--- config.mk ---
export PLATFORM = sky130hd
export DESIGN_NAME = wb_uart_tx_flat
export DESIGN_NICKNAME = d
export VERILOG_FILES = /design/src/rtl/wb_uart_tx_if.sv /design/src/rtl/wb_uart_tx.sv /design/src/flat_wrapper.sv
export SDC_FILE = /design/constraint.sdc
export NUM_CORES = 1
export LEC_CHECK = 0
export CAP_MARGIN = 0
export CORE_MARGIN = 4
export CORE_UTILIZATION = 48
export CTS_CLUSTER_DIAMETER = 30
export DETAILED_ROUTE_END_ITERATION = 8
export GPL_ROUTABILITY_DRIVEN = 0
export PLACE_DENSITY = 0.66
export SYNTH_ARGS = -nofsm -noshare
export SYNTH_HDL_FRONTEND = slang
export SYNTH_SLANG_ARGS = --single-unit
--- constraint.sdc ---
create_clock -name clk -period 4.74 [get_ports clk]
set_input_delay 0.711 -clock clk [delete_from_list [all_inputs] [get_ports clk]]
set_output_delay 0.711 -clock clk [all_outputs]
set_load 0.02 [all_outputs]
--- src/rtl/wb_uart_tx_if.sv ---
// Write-back tap from pu into the UART transmitter: write strobe and data in,
// serial line and status out. Plain clk/rst stay outside the interface.
interface wb_uart_tx_if #(
  parameter int DW    = 16,
  parameter int DEPTH = 8
);
  localparam int LW = $clog2(DEPTH) + 1;

  logic          we;
  logic [DW-1:0] rwd;
  logic          txd;
  logic          busy;
  logic          ovf;
  logic [LW-1:0] level;

  modport master (
    output we, rwd,
    input  txd, busy, ovf, level
  );

  modport slave (
    input  we, rwd,
    output txd, busy, ovf, level
  );
endinterface

--- src/rtl/wb_uart_tx.sv ---
// Buffers pu write-back words in a small FIFO and serialises each one as
// ceil(DW/8) 8N1 bytes, least-significant byte first. Never stalls pu.
module wb_uart_tx #(
  parameter int DW      = 16,
  parameter int DEPTH   = 8,
  parameter int BAUDDIV = 4
) (
  input  logic        clk,
  input  logic        rst,
  wb_uart_tx_if.slave bus
);
  localparam int AW = $clog2(DEPTH);
  localparam int LW = AW + 1;
  localparam int NB = (DW + 7) / 8;
  localparam int SW = NB * 8;
  localparam int CW = $clog2(BAUDDIV);
  localparam int BW = (NB > 1) ? $clog2(NB) : 1;

  typedef enum logic [1:0] {IDLE, START, DATA, STOP} state_e;

  state_e        state_q, state_d;
  logic [CW-1:0] baud_q, baud_d;
  logic [2:0]    bit_q, bit_d;
  logic [BW-1:0] byte_q, byte_d;
  logic          txd_q, txd_d;
  logic [SW-1:0] shreg_q;
  logic [AW-1:0] wr_ptr_q, rd_ptr_q;
  logic [LW-1:0] level_q, level_d;
  logic          ovf_q, ovf_d;
  logic [DW-1:0] mem_q [DEPTH];

  logic pop;
  logic push;
  logic shift;
  logic baud_end;

  assign baud_end = (baud_q == CW'(BAUDDIV - 1));

  // A same-edge pop frees a slot, so a full FIFO still accepts the word.
  assign push = rst && bus.we && ((level_q != LW'(DEPTH)) || pop);

  always_comb begin
    state_d = state_q;
    baud_d  = baud_q;
    bit_d   = bit_q;
    byte_d  = byte_q;
    txd_d   = txd_q;
    pop     = 1'b0;
    shift   = 1'b0;
    unique case (state_q)
      IDLE: begin
        txd_d = 1'b1;
        if (level_q != '0) begin
          pop     = 1'b1;
          state_d = START;
          byte_d  = '0;
          baud_d  = '0;
          bit_d   = '0;
          txd_d   = 1'b0;
        end
      end
      START: begin
        if (baud_end) begin
          baud_d  = '0;
          bit_d   = '0;
          state_d = DATA;
          txd_d   = shreg_q[0];
          shift   = 1'b1;
        end else begin
          baud_d = baud_q + CW'(1);
        end
      end
      DATA: begin
        if (baud_end) begin
          baud_d = '0;
          if (bit_q == 3'd7) begin
            state_d = STOP;
            txd_d   = 1'b1;
          end else begin
            bit_d = bit_q + 3'd1;
            txd_d = shreg_q[0];
            shift = 1'b1;
          end
        end else begin
          baud_d = baud_q + CW'(1);
        end
      end
      STOP: begin
        if (baud_end) begin
          baud_d = '0;
          if (byte_q != BW'(NB - 1)) begin
            byte_d  = byte_q + BW'(1);
            state_d = START;
            txd_d   = 1'b0;
          end else if (level_q != '0) begin
            pop     = 1'b1;
            byte_d  = '0;
            state_d = START;
            txd_d   = 1'b0;
          end else begin
            state_d = IDLE;
            txd_d   = 1'b1;
          end
        end else begin
          baud_d = baud_q + CW'(1);
        end
      end
      default: begin
        state_d = IDLE;
        txd_d   = 1'b1;
      end
    endcase
  end

  always_comb begin
    level_d = level_q + LW'(push) - LW'(pop);
    ovf_d   = ovf_q | (bus.we & ~push);
  end

  always_ff @(posedge clk) begin
    if (!rst) begin
      state_q  <= IDLE;
      baud_q   <= '0;
      bit_q    <= '0;
      byte_q   <= '0;
      txd_q    <= 1'b1;
      wr_ptr_q <= '0;
      rd_ptr_q <= '0;
      level_q  <= '0;
      ovf_q    <= 1'b0;
    end else begin
      state_q  <= state_d;
      baud_q   <= baud_d;
      bit_q    <= bit_d;
      byte_q   <= byte_d;
      txd_q    <= txd_d;
      level_q  <= level_d;
      ovf_q    <= ovf_d;
      wr_ptr_q <= wr_ptr_q + AW'(push);
      rd_ptr_q <= rd_ptr_q + AW'(pop);
    end
  end

  // Storage has no reset; occupancy is tracked solely by the pointers and level.
  always_ff @(posedge clk) begin
    if (push) begin
      mem_q[wr_ptr_q] <= bus.rwd;
    end
  end

  // The head word is read straight into the shifter; upper pad bits stay 0.
  always_ff @(posedge clk) begin
    if (!rst) begin
      shreg_q <= '0;
    end else if (pop) begin
      shreg_q <= SW'(mem_q[rd_ptr_q]);
    end else if (shift) begin
      shreg_q <= shreg_q >> 1;
    end
  end

  assign bus.txd   = txd_q;
  assign bus.busy  = (state_q != IDLE) || (level_q != '0);
  assign bus.ovf   = ovf_q;
  assign bus.level = level_q;
endmodule

--- src/flat_wrapper.sv ---
// flat-port wrapper written by rule: the top's interface ports become plain ports
module wb_uart_tx_flat 
#(
  parameter int DW      = 16,
  parameter int DEPTH   = 8,
  parameter int BAUDDIV = 4
)
  (clk, rst, bus_we, bus_rwd, bus_txd, bus_busy, bus_ovf, bus_level);
  wb_uart_tx_if #(.DW(DW), .DEPTH(DEPTH)) bus_i ();
  input  logic clk;
  input  logic rst;
  input wire logic [$bits(bus_i.we)-1:0] bus_we;
  input wire logic [$bits(bus_i.rwd)-1:0] bus_rwd;
  output wire logic [$bits(bus_i.txd)-1:0] bus_txd;
  output wire logic [$bits(bus_i.busy)-1:0] bus_busy;
  output wire logic [$bits(bus_i.ovf)-1:0] bus_ovf;
  output wire logic [$bits(bus_i.level)-1:0] bus_level;
  assign bus_i.we = bus_we;
  assign bus_i.rwd = bus_rwd;
  assign bus_txd = bus_i.txd;
  assign bus_busy = bus_i.busy;
  assign bus_ovf = bus_i.ovf;
  assign bus_level = bus_i.level;
  wb_uart_tx #(.DW(DW), .DEPTH(DEPTH), .BAUDDIV(BAUDDIV)) u_core (.clk(clk), .rst(rst), .bus(bus_i));
endmodule
After elaboration in Yosys (flattened, before gate mapping)
Memory sizes are Yosys's and may differ from the RTL's. A register that Yosys moved wholly into a read port is not among the register bits. Index checks and enable logic that the tools add are counted.

Flip-flop bits (word level): 36. Latch bits: 0. Bits in writable memories: 128. ROM bits: 0. Output and inout port bits: 7. Logic and storage cells: 88. Memories: 1.

Memories: u_core.mem_q (depth 8, bits a word 16, rd ports 1, clocked after memory_dff 1, write ports 1, line wb_uart_tx.sv:30) `logic [DW-1:0] mem_q [DEPTH];`.

Add/subtract/negate cells: 7. $mul: 0. Divide/modulo/power cells: 0. Order comparisons: 0. Equal/unequal tests: 12. Shift-type cells: 0. Muxes and demuxes: 40. Bitwise operators: 3. Reductions and logical operators: 15.

Operators with widths (count): $mux W16 (2); $mux W1 (18); $mux W2 (8); $mux W3 (5); $ne A2 B1 Y1 const B (5); $reduce_and A5 Y1 (2); $pmux W3 S3 (1); $pmux W2 S4 (1); $add A3 B1 Y3 (2); $eq A2 B2 Y1 const B (3); $pmux W1 S2 (3); $reduce_and A3 Y1 (2); $reduce_bool A2 Y1 (3); $add A4 B1 Y4 (1); $ne A4 B4 Y1 const B (1); $pmux W1 S4 (1); $pmux W2 S2 (1); $reduce_bool A4 Y1 (1); $sub A4 B1 Y4 (1); $add A3 B1 Y3 const B (1); $eq A3 B3 Y1 const B (1); $reduce_bool A3 Y1 (1); $reduce_or A3 Y1 (1); $add A2 B1 Y2 const B (1); other kinds (9) (11).

Logic depth before layout (Yosys ltp)
Gate-level depths: netlist of the first run.

Word-level depth: 10. Gate-level depth with buffers: 11. Gate-level depth less buffers: 11.

Worst setup path before layout of the first run
OpenSTA, ideal clock, no wires.

Kind: flip-flop to flip-flop. From: register u_core.state_q[0]. To: memory u_core.mem_q[0][0], enable pin. Setup time: 430 ps. Arrival: 2970 ps. Required time: 4310 ps. Path slack: 1340 ps. Cell stages (with the launch flop): 6. Cell sequence: dfxtp_1 > inv_1 > ha_1 > o311ai_2 > nand3_2 > nor4_1.

Cells in the longest elaborated chain, start to end: 6.

RTL lines: start, declared (line wb_uart_tx.sv:21) `state_e state_q, state_d;`; start signal, assigned (line wb_uart_tx.sv:132) `state_q <= state_d;`; $eq A2 B2 Y1 or $logic_not A2 Y1 (tied branches) (line wb_uart_tx.sv:50) `unique case (state_q)`; $pmux W1 S2 * (line wb_uart_tx.sv:50); $logic_or A1 B1 Y1 * (line wb_uart_tx.sv:40) `assign push = rst && bus.we && ((level_q != LW'(DEPTH)) || pop);`; $logic_and A1 B1 Y1 * (line wb_uart_tx.sv:40); $mux W1 * (line wb_uart_tx.sv:146) `if (push) begin`; $mux W1 (implied by the code) * (line wb_uart_tx.sv:147) `mem_q[wr_ptr_q] <= bus.rwd;`; end, declared (line wb_uart_tx.sv:30).

Every way passes the cells marked *; elsewhere a longest branch is shown, timed or not.

Worst setup path after layout of the first run
From: register u_core.state_q[0]. To: output bus_busy.

Cells in the longest elaborated chain, start to end: 2.

RTL lines: $reduce_bool A2 Y1 (line wb_uart_tx.sv:163) `assign bus.busy = (state_q != IDLE) || (level_q != '0);`; $logic_or A1 B1 Y1 (line wb_uart_tx.sv:163); end, declared (line flat_wrapper.sv:15) `output wire logic [$bits(bus_i.busy)-1:0] bus_busy;`.

Every way passes these cells.

==> results.yml, run 1 <==
grt:
  grt_overflow_total: 0
  grt_max_degree: 34
  grt_pass1_wl_um: 19200
  antenna_found_initial: 0
  first_global_vias: 3512
  grt.total_usage_pct: 16.0
sta:
  fin_tns_setup_ps: 0
  fin_crit_sh_pct: 61.2
  hold_viol: 0
  slew-limit-headroom_pct: 51.3
  max_freq_mhz: 345
  rsz0062_at_grt: "no"
  fin_hold_ws_ps: 481
  fin_skew_ps: 7.08
  setup_viol: 0
  worstMarginPinSlew_ps: 727
  period_needed_ps: 2900
  drv_slew: 0
  setup_ws_ps: 1840
min_path:
  min_from: "u_core.bus.ovf$_SDFF_PN0_"
  hold_depth: 2
  hold_path_class: "reg -> reg"
finish:
  num-fill-cells: 1063
  instances_no_fill: 604
  antennaDiodeCount: 0
  fin_area_um2: 7710
  seqCellArea_um2: 4570
  drive_gt1_share_pct: 21.3
  multiInputGateArea_um2: 2010
  nets: 453
  area_growth_pct: 14.8
synth:
  syn_inst: 377
  avgSynthCellArea_um2: 17.8
  synth_compound_area_share_pct: 4.62
  synth.area.mux_share_pct: 15.5
  synth_simple_gate_area_share_pct: 5.34
  synth-adder-area-share_pct: 3.46
  yosysWarnings: 0
  synth_area_um2: 6720
  synth_xor_xnor_area_share_pct: 0.652
  ys.flop_type: "edfxtp_1"
  synth_edf_count: 128
  ys_seq_area_share_pct: 67.9
  synthArstFlopShare_pct: 0
  ys_seq_elements: 164
  syn-num-nets: 414
  ys_types: 48
  synth_top_family_by_area: "multiplexers"
worst_setup_path:
  cp-start-kind: "flop"
  path_max_fanout: 5
  required_ps: 4030
  cp-startpoint: "u_core.state_q[0]$_SDFFE_PN0P_"
  reg2reg_depth: 10
  worstReg2RegStart: "u_core.state_q[0]$_SDFFE_PN0P_"
  worstPathArrival_ps: 2190
  critPathCaptureType: "output pin"
  worst-setup-path-type: "reg -> out"
route:
  drc: 0
  drtPass1Iterations: 5
  first_iter_violations: 225
  num_vias: 3336
  viasPerCell: 5.52
  routedWlPerCell_um: 19.5
  routed_wl_um: 11800
  antenna_left: 0
place:
  post-place-ws_ps: 1970
  hpwl_um: 7020
  io_buffers: 25
  dp_cells: 573
  placed_area_um2: 7170
floorplanning:
  coreArea_um2: 13500
  die_x_um: 126
  dieArea_um2: 16000
  rows: 42
  io_pins: 26
  die_h_um: 126
  initial_core_util_pct: 49.9
status:
  status: "finished, final reports clean"
clock_network:
  cts_root_buf: "clkbuf_16"
  clk_latency_ps: 430
  cts_buffer_depth: 2
  cts_setup_buffers: 0
  cts_tree: "built"
  path_clk_slew_ps: 60
  ctsResizeCount: 0
  cts_buffers: 17
  cts_max_level: 4
  cts.hold.buffers_added: 0
  cts.sinks: 164
pwr:
  leakagePower_nw: 2.66
  worst_ir_drop_vdd_mv: 0.335
  power_density_nw_per_um2: 510
job:
  max-cap-violations: 0
-- cell families after synthesis --
| group | count (synthesis) |
|---|---|
| flip-flops | 164 |
| multiplexers | 64 |
| AND/OR/NAND/NOR | 57 |
| AO/OA/AOI/OAI | 42 |
| buffers and inverters | 27 |
| adder cells (fa/ha/maj) | 18 |
| XOR/XNOR | 5 |
-- cells in the mapped netlist (3+ instances only) --
| cell | instances | share of area (%) |
|---|---|---|
| nor3_1 | 5 | 0.37 |
| mux4_2 | 32 | 11 |
| nor2b_1 | 3 | 0.28 |
| buf_2 | 4 | 0.30 |
| mux2i_1 | 32 | 4.8 |
| buf_6 | 4 | 0.67 |
| and2_1 | 10 | 0.93 |
| clkbuf_1 | 4 | 0.22 |
| nand2b_1 | 6 | 0.56 |
| o21ai_0 | 4 | 0.30 |
| o22ai_1 | 15 | 1.4 |
| dfxtp_1 | 36 | 11 |
| a21oi_1 | 7 | 0.52 |
| xor2_1 | 3 | 0.39 |
| nand3_1 | 3 | 0.22 |
| a21boi_0 | 6 | 0.67 |
| inv_1 | 9 | 0.50 |
| nor2_1 | 6 | 0.34 |
| ha_1 | 17 | 3.2 |
| nand2_1 | 8 | 0.45 |
| edfxtp_1 | 128 | 57 |
| buf_4 | 3 | 0.34 |
-- worst max-delay path, cell delays in order, from the launching register on --
cell and delay, ps:
dfxtp_1 390, inv_1 140, ha_1 260, and4bb_2 270
inv_2 100, clkdlybuf4s50_1 610
-- path summary, 6_finish.rpt --
path	endpoint	slack (ps)
max	bus_busy	1840
min	u_core.bus.ovf$_SDFF_PN0_	480
max reg2reg	u_core.bus.level[2]$_SDFF_PN0_	2070
min reg2reg	u_core.bus.ovf$_SDFF_PN0_	480
-- final cells by class --
cell class                 instances  share of cell area [%]
inverter                          10                   0.487
clock inverter                    12                    1.38
timing repair buffer              37                    4.41
clock buffer                      19                    5.61
multi-input combinational        186                    26.0
sequential                       164                    59.2
tap                              176                    2.86
-- through the flow --
step	total power, W	util, %
floorplan	0.00249	-
global placement	0.00269	53.3
detailed placement	0.00272	53.3
CTS	0.00398	57.3
global route	0.00415	57.3
finish	0.00393	57.3
-- report_power, final --
| part | switching, W | internal [W] |
|---|---|---|
| combinational | 0.000434 | 0.000435 |
| clock | 0.000539 | 0.000720 |
| sequential | 0.000116 | 0.00169 |
-- layer usage --
layer	vias to the layer above	global-route usage [%]	wire length [µm]
met5	-	0	0
met4	0	5.62	82
met3	7	4.96	578
met2	66	25.3	5910
met1	1692	21.3	5220
li1	1571	-	-
-- state kept, by name, indices dropped and copies added, names as in the netlist --
register,count
u_core.baud_q,2
u_core.bit_q,3
u_core.bus.level,4
u_core.bus.ovf,1
u_core.bus.txd,1
u_core.byte_q,1
u_core.mem_q,128
u_core.rd_ptr_q,3
u_core.shreg_q,16
u_core.state_q,2
u_core.wr_ptr_q,3
-- placed cells by master (no fill, tap or decap), types with 5 or more instances in the layout --
cell type and n:
a21boi_0 6, a21oi_1 7, and2_1 10, buf_4 12
clkbuf_16 17, clkdlybuf4s50_1 25, dfxtp_1 35, edfxtp_1 128
ha_1 17, inv_1 9, mux2i_1 32, mux4_2 32
nand2_1 8, nand2b_1 6, nor2_1 6, nor3_2 5
o22ai_1 15
Power figures use the tool's default switching activity.
==> run 2, diff against run 1 <==
clock period = 3 ns   (was 4.74 ns; I/O delays follow)
==> results.yml, run 2 (synthesized netlist as in run 1, its figures left out) <==
clock_network:
  cts_setup_buffers: 0
  path_clk_slew_ps: 60
  cts.sinks: 164
  cts_max_level: 4
  ctsResizeCount: 0
  cts_buffers: 17
  cts_root_buf: "clkbuf_16"
  cts.hold.buffers_added: 0
  clk_latency_ps: 420
  cts_tree: "built"
  cts_buffer_depth: 2
pwr:
  total_power_w: 0.00638
  worst_ir_drop_vdd_mv: 0.686
  leakagePower_nw: 2.69
  power_density_nw_per_um2: 819
worst_setup_path:
  required_ps: 3320
  worstReg2RegStart: "u_core.state_q[0]$_SDFFE_PN0P_"
  slowest_stage: "ha_1"
  worstPathCellList: "inv_1, ha_1, o311ai_2, nand3_2, inv_1, ha_1, inv_1, fa_1, xnor2_1, and2_1"
  cp_slowest_stage_delay_ps: 430
  path_max_fanout: 6
  critPathCaptureType: "flop"
  cp-start-kind: "flop"
  path_common_cell: "inv_1"
  worstPathArrival_ps: 3020
  cp-startpoint: "u_core.state_q[0]$_SDFFE_PN0P_"
  worst-setup-path-type: "reg -> reg"
  reg2reg_depth: 10
job:
  max-cap-violations: 0
floorplanning:
  dieArea_um2: 16000
  initial_core_util_pct: 49.9
  die_h_um: 126
  die_x_um: 126
  coreArea_um2: 13500
  rows: 42
  io_pins: 26
grt:
  grt_pass1_wl_um: 19600
  antenna_found_initial: 0
  grt.total_usage_pct: 16.5
  grt_max_degree: 34
  grt_overflow_total: 0
  first_global_vias: 3598
route:
  first_iter_violations: 163
  drc: 0
  num_vias: 3378
  drtPass1Iterations: 4
  routedWlPerCell_um: 19.9
  viasPerCell: 5.57
  routed_wl_um: 12100
  antenna_left: 0
sta:
  fin_skew_ps: 6.74
  fin_crit_sh_pct: 90.2
  setup_viol: 0
  period_needed_ps: 2710
  max_freq_mhz: 369
  drv_slew: 0
  rsz0062_at_grt: "no"
  slew-limit-headroom_pct: 53.3
  worstMarginPinSlew_ps: 697
  hold_viol: 0
finish:
  largest_register_ffs: 128
  instances_no_fill: 606
  layout.cells.most_common_list: "128 x edfxtp_1, 35 x dfxtp_1, 32 x mux4_2, 32 x mux2i_1, 25 x clkdlybuf4s50_1"
  final_common_cell: "edfxtp_1"
  regMostFlops: "u_core.mem_q"
  antennaDiodeCount: 0
  nets: 454
  area_growth_pct: 16.0
  drive_gt1_share_pct: 22.1
min_path:
  hold_depth: 2
  hold_path_class: "reg -> reg"
  min_from: "u_core.baud_q[1]$_SDFFE_PN0N_"
status:
  status: "finished, final reports clean"
place:
  hpwl_um: 7220
  io_buffers: 25
  dp_cells: 574
-- run 2: changes by cell type in the layout (fill, tap and decap cells not counted), sizes merged --
| cell | before | now |
|---|---|---|
| buf | 12 | 13 |
| bufinv | 1 | 2 |
| clkinvlp | 0 | 1 |
| inv | 14 | 13 |
-- run 2: layout make-up --
cell class,count,area (µm²)
clock buffer,19,443
fill,1061,5660
inverter,10,37.5
clock inverter,13,150
multi-input combinational,186,2020
sequential,164,4570
tap,176,220
timing repair buffer,38,360
-- run 2: path summary, 6_finish.rpt --
| kind | slack, ps | endpoint |
|---|---|---|
| setup / recovery | 290 | u_core.bus.level[2]$_SDFF_PN0_ |
| hold / removal | 480 | u_core.baud_q[1]$_SDFFE_PN0N_ |
| setup reg to reg | 290 | u_core.bus.level[2]$_SDFF_PN0_ |
| hold reg to reg | 480 | u_core.baud_q[1]$_SDFFE_PN0N_ |
-- run 2: power breakdown --
group / switching (W) / total [W] / internal [W]
Sequential: 0.000170 / 0.00284 / 0.00267
Clock: 0.000878 / 0.00214 / 0.00126
Combinational: 0.000704 / 0.00141 / 0.000703
Total: 0.00175 / 0.00638 / 0.00463
-- run 2: worst max-delay path, delay by kind of cell (launching register included) --
| kind | cells | cell delay (ps) |
|---|---|---|
| buffers and inverters | 3 | 320 |
| flip-flops | 1 | 390 |
| XOR/XNOR | 1 | 120 |
| AO/OA/AOI/OAI | 1 | 430 |
| adder cells (fa/ha/maj) | 3 | 980 |
| AND/OR/NAND/NOR | 2 | 370 |
-- run 2: metrics by stage --
step                setup slack [ps]  hold WS (ps)  cell area [µm²]  util [%]  TNS (ps)
floorplan                      -1.11           445             6730         -     -53.3
global placement                 407           455             7200      53.5         0
detailed placement               304           476             7200      53.5         0
CTS                              290           482             7790      57.9         0
global route                    93.8           507             7790      57.9         0
finish                           293           475             7790      57.9         0
-- run 2: metal layers --
metal | share of wire, % | GRT usage (%)
met4 | 2.3 | 6.81
met5 | 0 | 0
met1 | 44 | 21.1
met3 | 3.8 | 4.29
met2 | 49 | 27.0
==> run 3, diff against run 2 <==
CORE_MARGIN = 3   (was 4)
==> results.yml, run 3 (synthesized netlist as in run 1, its figures left out) <==
status:
  status: "finished, final reports clean"
floorplanning:
  initial_core_util_pct: 49.9
  rows: 42
  io_pins: 26
  die_h_um: 124
  coreArea_um2: 13500
  die_x_um: 124
  dieArea_um2: 15500
finish:
  drive_gt1_share_pct: 22.4
  multiInputGateArea_um2: 2020
  seqCellArea_um2: 4570
  nets: 457
  fin_area_um2: 7800
  antennaDiodeCount: 0
  layout.cells.most_common_list: "128 x edfxtp_1, 35 x dfxtp_1, 32 x mux4_2, 32 x mux2i_1, 25 x clkdlybuf4s50_1"
  area_growth_pct: 16.2
  final_common_cell: "edfxtp_1"
  postLayoutCoreUtil_pct: 58.0
  largest_register_ffs: 128
  num-fill-cells: 1029
  regMostFlops: "u_core.mem_q"
clock_network:
  clk_latency_ps: 410
  cts_tree: "built"
  cts.sinks: 164
  cts_buffer_depth: 2
  cts_setup_buffers: 0
  path_clk_slew_ps: 60
  cts.hold.buffers_added: 0
  cts_buffers: 17
  cts_root_buf: "clkbuf_16"
  cts_max_level: 4
  ctsResizeCount: 0
min_path:
  hold_path_class: "reg -> reg"
  min_from: "u_core.baud_q[1]$_SDFFE_PN0N_"
  hold_depth: 2
  hold_end: "u_core.baud_q[1]$_SDFFE_PN0N_"
sta:
  max_freq_mhz: 367
  fin_crit_sh_pct: 90.7
  worstMarginPinSlew_ps: 755
  setup_viol: 0
  drv_slew: 0
  fin_skew_ps: 6.47
  period_needed_ps: 2720
  rsz0062_at_grt: "no"
  hold_viol: 0
  slew-limit-headroom_pct: 49.4
job:
  max-cap-violations: 0
route:
  num_vias: 3386
  routedWlPerCell_um: 19.5
  viasPerCell: 5.56
  drtPass1Iterations: 4
  antenna_left: 0
  drc: 0
  first_iter_violations: 165
  routed_wl_um: 11900
grt:
  first_global_vias: 3574
  grt_max_degree: 34
  antenna_found_initial: 0
  grt_pass1_wl_um: 19200
  grt_overflow_total: 0
  grt.total_usage_pct: 16.3
worst_setup_path:
  required_ps: 3310
  path_max_fanout: 6
  worst-setup-path-type: "reg -> reg"
  reg2reg_slack_ps: 280
  reg2reg_depth: 10
  critPathCaptureType: "flop"
  worstPathArrival_ps: 3030
  worstReg2RegStart: "u_core.state_q[1]$_SDFFE_PN0P_"
  r2r_end: "u_core.bus.level[2]$_SDFF_PN0_"
  cp-start-kind: "flop"
pwr:
  worst_ir_drop_vdd_mv: 0.505
  total_power_w: 0.00636
  power_density_nw_per_um2: 815
  leakagePower_nw: 2.70
place:
  hpwl_um: 7230
  io_buffers: 25
  placed_area_um2: 7220
[run 3: cell types whose count changed in the layout (fill, tap and decap cells not counted)]
cell      previous run  this run
clkbuf_8             1         0
clkinv_1             0         1
clkinv_4             5         2
buf_4               12        15
clkinv_2             2         3
inv_6                2         3
inv_8                1         2
[run 3: cell type report]
type                            instances  area share, %
Clock buffer                           18           5.50
Clock inverter                         14           1.96
Inverter                               10          0.481
Multi-Input combinational cell        186           25.8
Sequential cell                       164           58.5
Tap cell                              176           2.82
Timing Repair Buffer                   41           4.91
[run 3: worst max-delay path, cell delays in order, from the launching register on]
cell	delay [ps]
dfxtp_1	440
inv_1	110
ha_1	410
o311ai_2	420
nand3_2	230
inv_1	130
ha_1	170
inv_1	60
fa_1	370
xnor2_1	130
and2_1	150
[run 3: worst max-delay path by stage]
stage | start | to | cells past startpoint
4_1_cts | u_core.state_q[0]$_SDFFE_PN0P_ | u_core.bus.level[2]$_SDFF_PN0_ | 10
5_1_grt | u_core.state_q[0]$_SDFFE_PN0P_ | u_core.bus.level[2]$_SDFF_PN0_ | 10
3_5_place_dp | u_core.state_q[0]$_SDFFE_PN0P_ | u_core.bus.level[2]$_SDFF_PN0_ | 10
2_1_floorplan | u_core.state_q[0]$_SDFFE_PN0P_ | u_core.mem_q[1][0]$_DFFE_PP_ | 5
6_report | u_core.state_q[1]$_SDFFE_PN0P_ | u_core.bus.level[2]$_SDFF_PN0_ | 10
3_3_place_gp | u_core.state_q[0]$_SDFFE_PN0P_ | u_core.bus.level[2]$_SDFF_PN0_ | 10
[run 3: routing by layer]
layer / wire [µm] / up-vias / track usage [%]
li1: - / 1574 / -
met2: 6090 / 68 / 27.0
met5: 0 / - / 0
met3: 445 / 12 / 4.85
met4: 131 / 0 / 5.29
met1: 5220 / 1732 / 20.7
[run 3: through the flow]
stage               setup WS, ps  TNS, ps  instances  hold WS [ps]
finish                       278        0        609           479
global route                 131        0        609           513
global placement             397        0        577           455
detailed placement           319        0        577           476
CTS                          292        0        609           485
floorplan                  -1.11    -53.3        377           445
[run 3: report_power, final]
part,switching [W],internal [W]
Sequential,0.000162,0.00267
Combinational,0.000718,0.000701
Clock,0.000874,0.00124
Total,0.00175,0.00461
